`src/rtl/user_id_readout.sv`:
```
// user_id_readout: captures and verifies the mask_rev ID word, then serves
// it read-only to a Wishbone slave port and a byte-wide SPI request port.
module user_id_readout #(
    parameter logic [31:0] BASE_ADR      = 32'h2620_0010,
    parameter int unsigned SETTLE_CYCLES = 8
) (
    input  logic        wb_clk_i,
    input  logic        wb_rst_i,
    input  logic [31:0] mask_rev_i,
    input  logic        wbs_cyc_i,
    input  logic        wbs_stb_i,
    input  logic        wbs_we_i,
    input  logic [31:0] wbs_adr_i,
    output logic [31:0] wbs_dat_o,
    output logic        wbs_ack_o,
    input  logic        spi_req_i,
    input  logic [1:0]  spi_idx_i,
    output logic        spi_gnt_o,
    output logic        spi_valid_o,
    output logic [7:0]  spi_byte_o,
    output logic        id_valid_o,
    output logic [3:0]  mismatch_cnt_o
);

    typedef enum logic [2:0] {
        CAPT_A,
        CAPT_B,
        IDLE,
        SERVE_WB,
        SERVE_SPI
    } state_t;

    localparam logic [7:0] LAST = 8'(SETTLE_CYCLES - 1);

    state_t      state, state_nx;
    logic [7:0]  cnt, cnt_nx;
    logic [31:0] shadow, shadow_nx;
    logic [31:0] id_reg, id_nx;
    logic [31:0] dat_nx;
    logic [7:0]  byte_nx;
    logic [3:0]  mm_nx;
    logic        ack_nx, valid_nx, idv_nx;
    logic        last_spi, last_spi_nx;
    logic        wb_req, wb_win, terminal, free;

    assign wb_req    = wbs_cyc_i & wbs_stb_i & (wbs_adr_i == BASE_ADR);
    assign wb_win    = wb_req & (~spi_req_i | last_spi);
    assign terminal  = (cnt == LAST);
    // an ack/valid still high means its requester may not have dropped yet
    assign free      = ~wbs_ack_o & ~spi_valid_o;
    assign spi_gnt_o = (state == SERVE_SPI);

    always_ff @(posedge wb_clk_i or posedge wb_rst_i) begin
        if (wb_rst_i) begin
            state          <= CAPT_A;
            cnt            <= '0;
            shadow         <= '0;
            id_reg         <= '0;
            wbs_dat_o      <= '0;
            wbs_ack_o      <= 1'b0;
            spi_valid_o    <= 1'b0;
            spi_byte_o     <= '0;
            id_valid_o     <= 1'b0;
            mismatch_cnt_o <= '0;
            last_spi       <= 1'b1;
        end else begin
            state          <= state_nx;
            cnt            <= cnt_nx;
            shadow         <= shadow_nx;
            id_reg         <= id_nx;
            wbs_dat_o      <= dat_nx;
            wbs_ack_o      <= ack_nx;
            spi_valid_o    <= valid_nx;
            spi_byte_o     <= byte_nx;
            id_valid_o     <= idv_nx;
            mismatch_cnt_o <= mm_nx;
            last_spi       <= last_spi_nx;
        end
    end

    always_comb begin
        state_nx    = state;
        cnt_nx      = cnt;
        shadow_nx   = shadow;
        id_nx       = id_reg;
        dat_nx      = '0;
        ack_nx      = 1'b0;
        valid_nx    = 1'b0;
        byte_nx     = '0;
        idv_nx      = id_valid_o;
        mm_nx       = mismatch_cnt_o;
        last_spi_nx = last_spi;
        unique case (state)
            CAPT_A: begin
                if (terminal) begin
                    shadow_nx = mask_rev_i;
                    cnt_nx    = '0;
                    state_nx  = CAPT_B;
                end else begin
                    cnt_nx = cnt + 8'd1;
                end
            end
            CAPT_B: begin
                if (terminal) begin
                    cnt_nx = '0;
                    if (mask_rev_i == shadow) begin
                        id_nx    = shadow;
                        idv_nx   = 1'b1;
                        state_nx = IDLE;
                    end else begin
                        shadow_nx = mask_rev_i;
                        if (mismatch_cnt_o != 4'hF)
                            mm_nx = mismatch_cnt_o + 4'd1;
                    end
                end else begin
                    cnt_nx = cnt + 8'd1;
                end
            end
            IDLE: begin
                if (free && (wb_req || spi_req_i)) begin
                    last_spi_nx = ~wb_win;
                    state_nx    = wb_win ? SERVE_WB : SERVE_SPI;
                end
            end
            SERVE_WB: begin
                ack_nx   = 1'b1;
                dat_nx   = wbs_we_i ? 32'h0 : id_reg;
                state_nx = IDLE;
            end
            SERVE_SPI: begin
                valid_nx = 1'b1;
                byte_nx  = id_reg[{spi_idx_i, 3'b000} +: 8];
                state_nx = IDLE;
            end
            default: state_nx = CAPT_A;
        endcase
    end

endmodule

```
`config.mk`:
```
export PLATFORM = sky130hd
export DESIGN_NAME = user_id_readout
export DESIGN_NICKNAME = d
export VERILOG_FILES = /design/src/rtl/user_id_readout.sv
export SDC_FILE = /design/constraint.sdc
export NUM_CORES = 1
export LEC_CHECK = 0
export CORE_ASPECT_RATIO = 0.7
export CORE_MARGIN = 3
export CORE_UTILIZATION = 50
export CTS_CLUSTER_DIAMETER = 120
export DETAILED_ROUTE_END_ITERATION = 10
export PLACE_DENSITY = 0.85
export SLEW_MARGIN = 40
export SYNTH_ARGS = -nofsm -noshare
export SYNTH_HDL_FRONTEND = slang
export SYNTH_SLANG_ARGS = --single-unit
```
`constraint.sdc`:
```
create_clock -name wb_clk_i -period 4.7 [get_ports wb_clk_i]
set_input_delay 0.705 -clock wb_clk_i [delete_from_list [all_inputs] [get_ports wb_clk_i]]
set_output_delay 0.705 -clock wb_clk_i [all_outputs]
set_load 0.02 [all_outputs]
```
==> out/summary.md <==
In this design, the stage delay of the slowest critical-path cell is 750 ps. Maximum buffer depth of the clock tree: 2. For the total CTS buffers, the log shows 17.

The worst register-to-register path ends at shadow[9]$_DFFE_PP0P_. The run gives 37 as the number of distinct standard cells referenced by the synthesized netlist. Number of antenna violations at the first check in global routing: 1. In this run the number of H-tree levels came out at 4.

The Yosys step of the flow raised 0 warnings. From synthesis to final layout, the design area changed by 36.5%. Setup total negative slack on the finished layout was measured at 0 ps. The total instance count after detailed placement was 613. Before CTS, the worst setup slack after placement is 1300 ps. The total via count after detailed routing was 3595. After synthesis, the most frequently instantiated cells are sky130_fd_sc_hd__dfrtp_1 (122), sky130_fd_sc_hd__mux2_2 (52), sky130_fd_sc_hd__and2_1 (34). Summing all placed instances gives a cell area of 6550 sq um.

Timing would allow up to 307 MHz. The worst hold path terminates at id_valid_o$_DFFE_PP0P_. STA classifies the critical path endpoint as a flop. The power density over the cells was 349 nW/um^2.

In this run, post-CTS repair resized a total of 0 instances. The floorplan step set the die width to 128 um. The run finished with clean final reports. The highest fanout seen on the critical path was 12.

Number of DRC markers after the initial detailed-route iteration: 271. The final cycle utilization of the critical path is 69.2%. Leading area contributor after synthesis: sky130_fd_sc_hd__dfrtp_1. The routability congestion estimate from global placement is 0.850, and the via count of the first global-routing pass is 3813. Walking the worst path, the cells encountered are clkdlybuf4s50_1 -> xor2_1 -> nor4_1 -> nand3_2 -> o21a_2 -> buf_8 -> buf_8 -> mux2_1. The detailed-router iteration count before antenna repair is 5, and the register bit total from synthesis is 123.

The number of violations of the max-capacitance limit is 0. Input and output buffers added on the ports amount to 119. In this run the remaining antenna-violating nets after routing total 0. The synthesized netlist devotes 2.15% of its cell area to compound gates. Summing internal, switching and leakage power gives 2.49 mW. Setup repair after global routing left no endpoint under its margin. Of the total synthesized cell area, the portion taken by AND, OR, NAND and NOR gates is 11.9%.

The vertical die dimension was 91.6 um. Leaving out filler cells and counting taps, the final layout contains 645. Core outline area: 9950 sq um. Area fraction of the dominant cell type after synthesis: 58.4%. TritonCTS built the clock tree. The count of endpoints failing hold in the final timing report is 0, and the worst reg-to-reg setup slack is 1780 ps.

Setup violations remaining at the end of the flow were counted as 0. The run gives 472 ps as the final worst hold slack. In the synthesized netlist the dominant register cell turns out to be sky130_fd_sc_hd__dfrtp_1.

For the pin count of the biggest net entering global routing, the log shows 63. The first global-routing pass estimated 20600 um of wire. For the worst setup path, the data arrival time is 3540 ps. Post-CTS timing repair inserted 0 buffers for setup. The startpoint identified for the worst register-to-register timing path is shadow[14]$_DFFE_PP0P_. Sequential cells were found to cover 58.9% of the synthesized design area.

The via count normalized by instance count is 5.57. Setup slack closes at 1450 ps. The final critical delay including setup and external delays was 3250 ps; the count of inserted antenna diode cells was 0. The worst pin sits at a relative slew slack of 42.8%. The startpoint identified for the worst hold timing path is id_valid_o$_DFFE_PP0P_.

At the end of the flow the core is filled with cells to 71.8%. Multiplexer fraction of the synthesized cell area: 17.8%. The cell that appears most often on the critical path is sky130_fd_sc_hd__buf_8. Summing the areas of all xor and xnor instances in the mapped netlist gives 6.87% of the synthesized area.

For the worst setup path, the data required time is 4990 ps. The area of the die is 11700 sq um, and the detailed placer's ending HPWL is 8810 um. The tools report the placement row count as 30. The final layout contains routed wiring with a total length of 12900 um. Of the total synthesized cell area, the portion taken by full adders, half adders and majority gates is 0.479%. The tools report the top-level I/O count as 120.

Counting every sink on the clock net gives 123. The final-stage net count came out at 578. The number of hold buffers added after CTS was 0. Counting cells, the worst reg-to-reg path comes to 7. The path class of the lowest-slack min-delay path is reg -> reg.

The dominant cell by count in the synthesized netlist is sky130_fd_sc_hd__dfrtp_1. The transition time at the pin with the least slew margin works out to 851 ps. The count of cells along the worst hold path was 1. By startpoint and endpoint, the worst setup path is classified as in -> reg.

In this run the mean area of a mapped cell was 14.1 sq um. The final non-filler cell area was 7140 sq um; the register clock-pin slew on the reported worst setup and hold paths was 60 ps. The synthesized instance count came out at 372.

Summing every instance area after synthesis gives 5230 sq um. Counting flops with a built-in enable in the synthesized netlist gives 0. The leftover overflow at the end of global routing is 0, and the insertion delay of the later-clocked pin in the worst-skew pair is 410 ps. The ratio of cells with drive above 1 in the final layout came out at 21.3%. The number of slew-limit violations in the final report is 0, and the final routed wire length divided by cell count is 19.9 um. For this design, the slowest cell found on the critical path is sky130_fd_sc_hd__nor4_1. The worst-case IR drop observed on VDD is 0.290 mV. For the detailed-route DRC error count, the log shows 0. The analysis attributes to cell leakage a power of 3.20 nW. By area, the combinational part of the netlist is dominated by multiplexers.

The number of nets in the synthesized netlist is 446. The critical path launch point type was an input pin. Of all flip-flops after synthesis, the portion carrying an async set or reset was 100%.

The initial utilization of the core area, before any placement, comes to 52.6%. On the final layout, the worst clock skew is 8.12 ps. Global routing used 23.2% of the available tracks. After synthesis, the cell types taking the most area are sky130_fd_sc_hd__dfrtp_1 (58%), sky130_fd_sc_hd__mux2_2 (11%), sky130_fd_sc_hd__and2_1 (4.1%), sky130_fd_sc_hd__xnor2_1 (3.5%), sky130_fd_sc_hd__mux4_2 (3.4%). The tree is rooted in a sky130_fd_sc_hd__clkbuf_16.
[layout make-up]
class                   count  area (sq um)
clock inverters             6          57.6
clock buffers              26           529
repair buffers            125          1250
fillers                   614          2810
flip-flops and latches    123          3080
inverters                   2          10.0
well taps                 128           160
multi-input cells         235          2050
[worst max path at each step]
| stage | start | to | slack, ps | cells after the start |
|---|---|---|---|---|
| 2_1_floorplan | wb_rst_i | cnt[0]$_DFFE_PP0P_ | 730 | 1 |
| 3_3_place_gp | mask_rev_i[14] | id_reg[11]$_DFFE_PP0P_ | 1390 | 7 |
| 3_5_place_dp | mask_rev_i[14] | shadow[9]$_DFFE_PP0P_ | 1300 | 8 |
| 4_1_cts | mask_rev_i[14] | shadow[9]$_DFFE_PP0P_ | 1540 | 8 |
| 5_1_grt | mask_rev_i[14] | id_reg[28]$_DFFE_PP0P_ | 1440 | 7 |
| 6_report | mask_rev_i[14] | shadow[9]$_DFFE_PP0P_ | 1450 | 8 |
[where the power goes]
group	switching (mW)	leakage, nW	total [mW]	internal, mW
registers	0.0141	1.62	1.09	1.07
logic	0.0580	1.29	0.142	0.0839
clock network	0.441	0.292	1.26	0.822
total	0.513	3.20	2.49	1.98
[layout by cell type (no fill, tap or decap), drive strengths merged, types with 2 or more instances in the layout]
cell and n:
nor3 3, o21ai 4, nor4 10, nand4 9
a31oi 3, clkinv 4, nand2b 3, xnor2 21
dfrtp 122, mux2 65, buf 6, nor2 11
nor4b 4, nand3 6, nor2b 2, clkbuf 26
o2111ai 2, and3 9, clkdlybuf4s50 119, mux4 8
inv 2, xor2 20, a21oi 2, and2 34
nand2 10, ha 2
[layer usage]
metal,track usage (%),routed length [um],up-vias
met4,9.45,282,2
met1,31.5,5550,1830
met3,5.29,830,34
li1,-,-,1576
met2,36.1,6180,153
met5,0,13,-
[logic make-up (layout without fill, tap and decap cells)]
kind of cell | count (synthesis) | count (layout)
flip-flops | 123 | 123
AO/OA/AOI/OAI | 16 | 16
adder cells (fa/ha/maj) | 2 | 2
AND/OR/NAND/NOR | 103 | 103
XOR/XNOR | 41 | 41
buffers and inverters | 14 | 159
multiplexers | 73 | 73
[worst max-delay path, delay by kind of cell]
| family | cells | cell delay [ps] |
|---|---|---|
| and+or+nand+nor | 2 | 1100 |
| AOI/OAI and AO/OA | 1 | 410 |
| muxes | 1 | 330 |
| xor gates and xnor gates | 1 | 170 |
| buffers and inverters | 3 | 820 |
(Power assumes the default switching activity.)
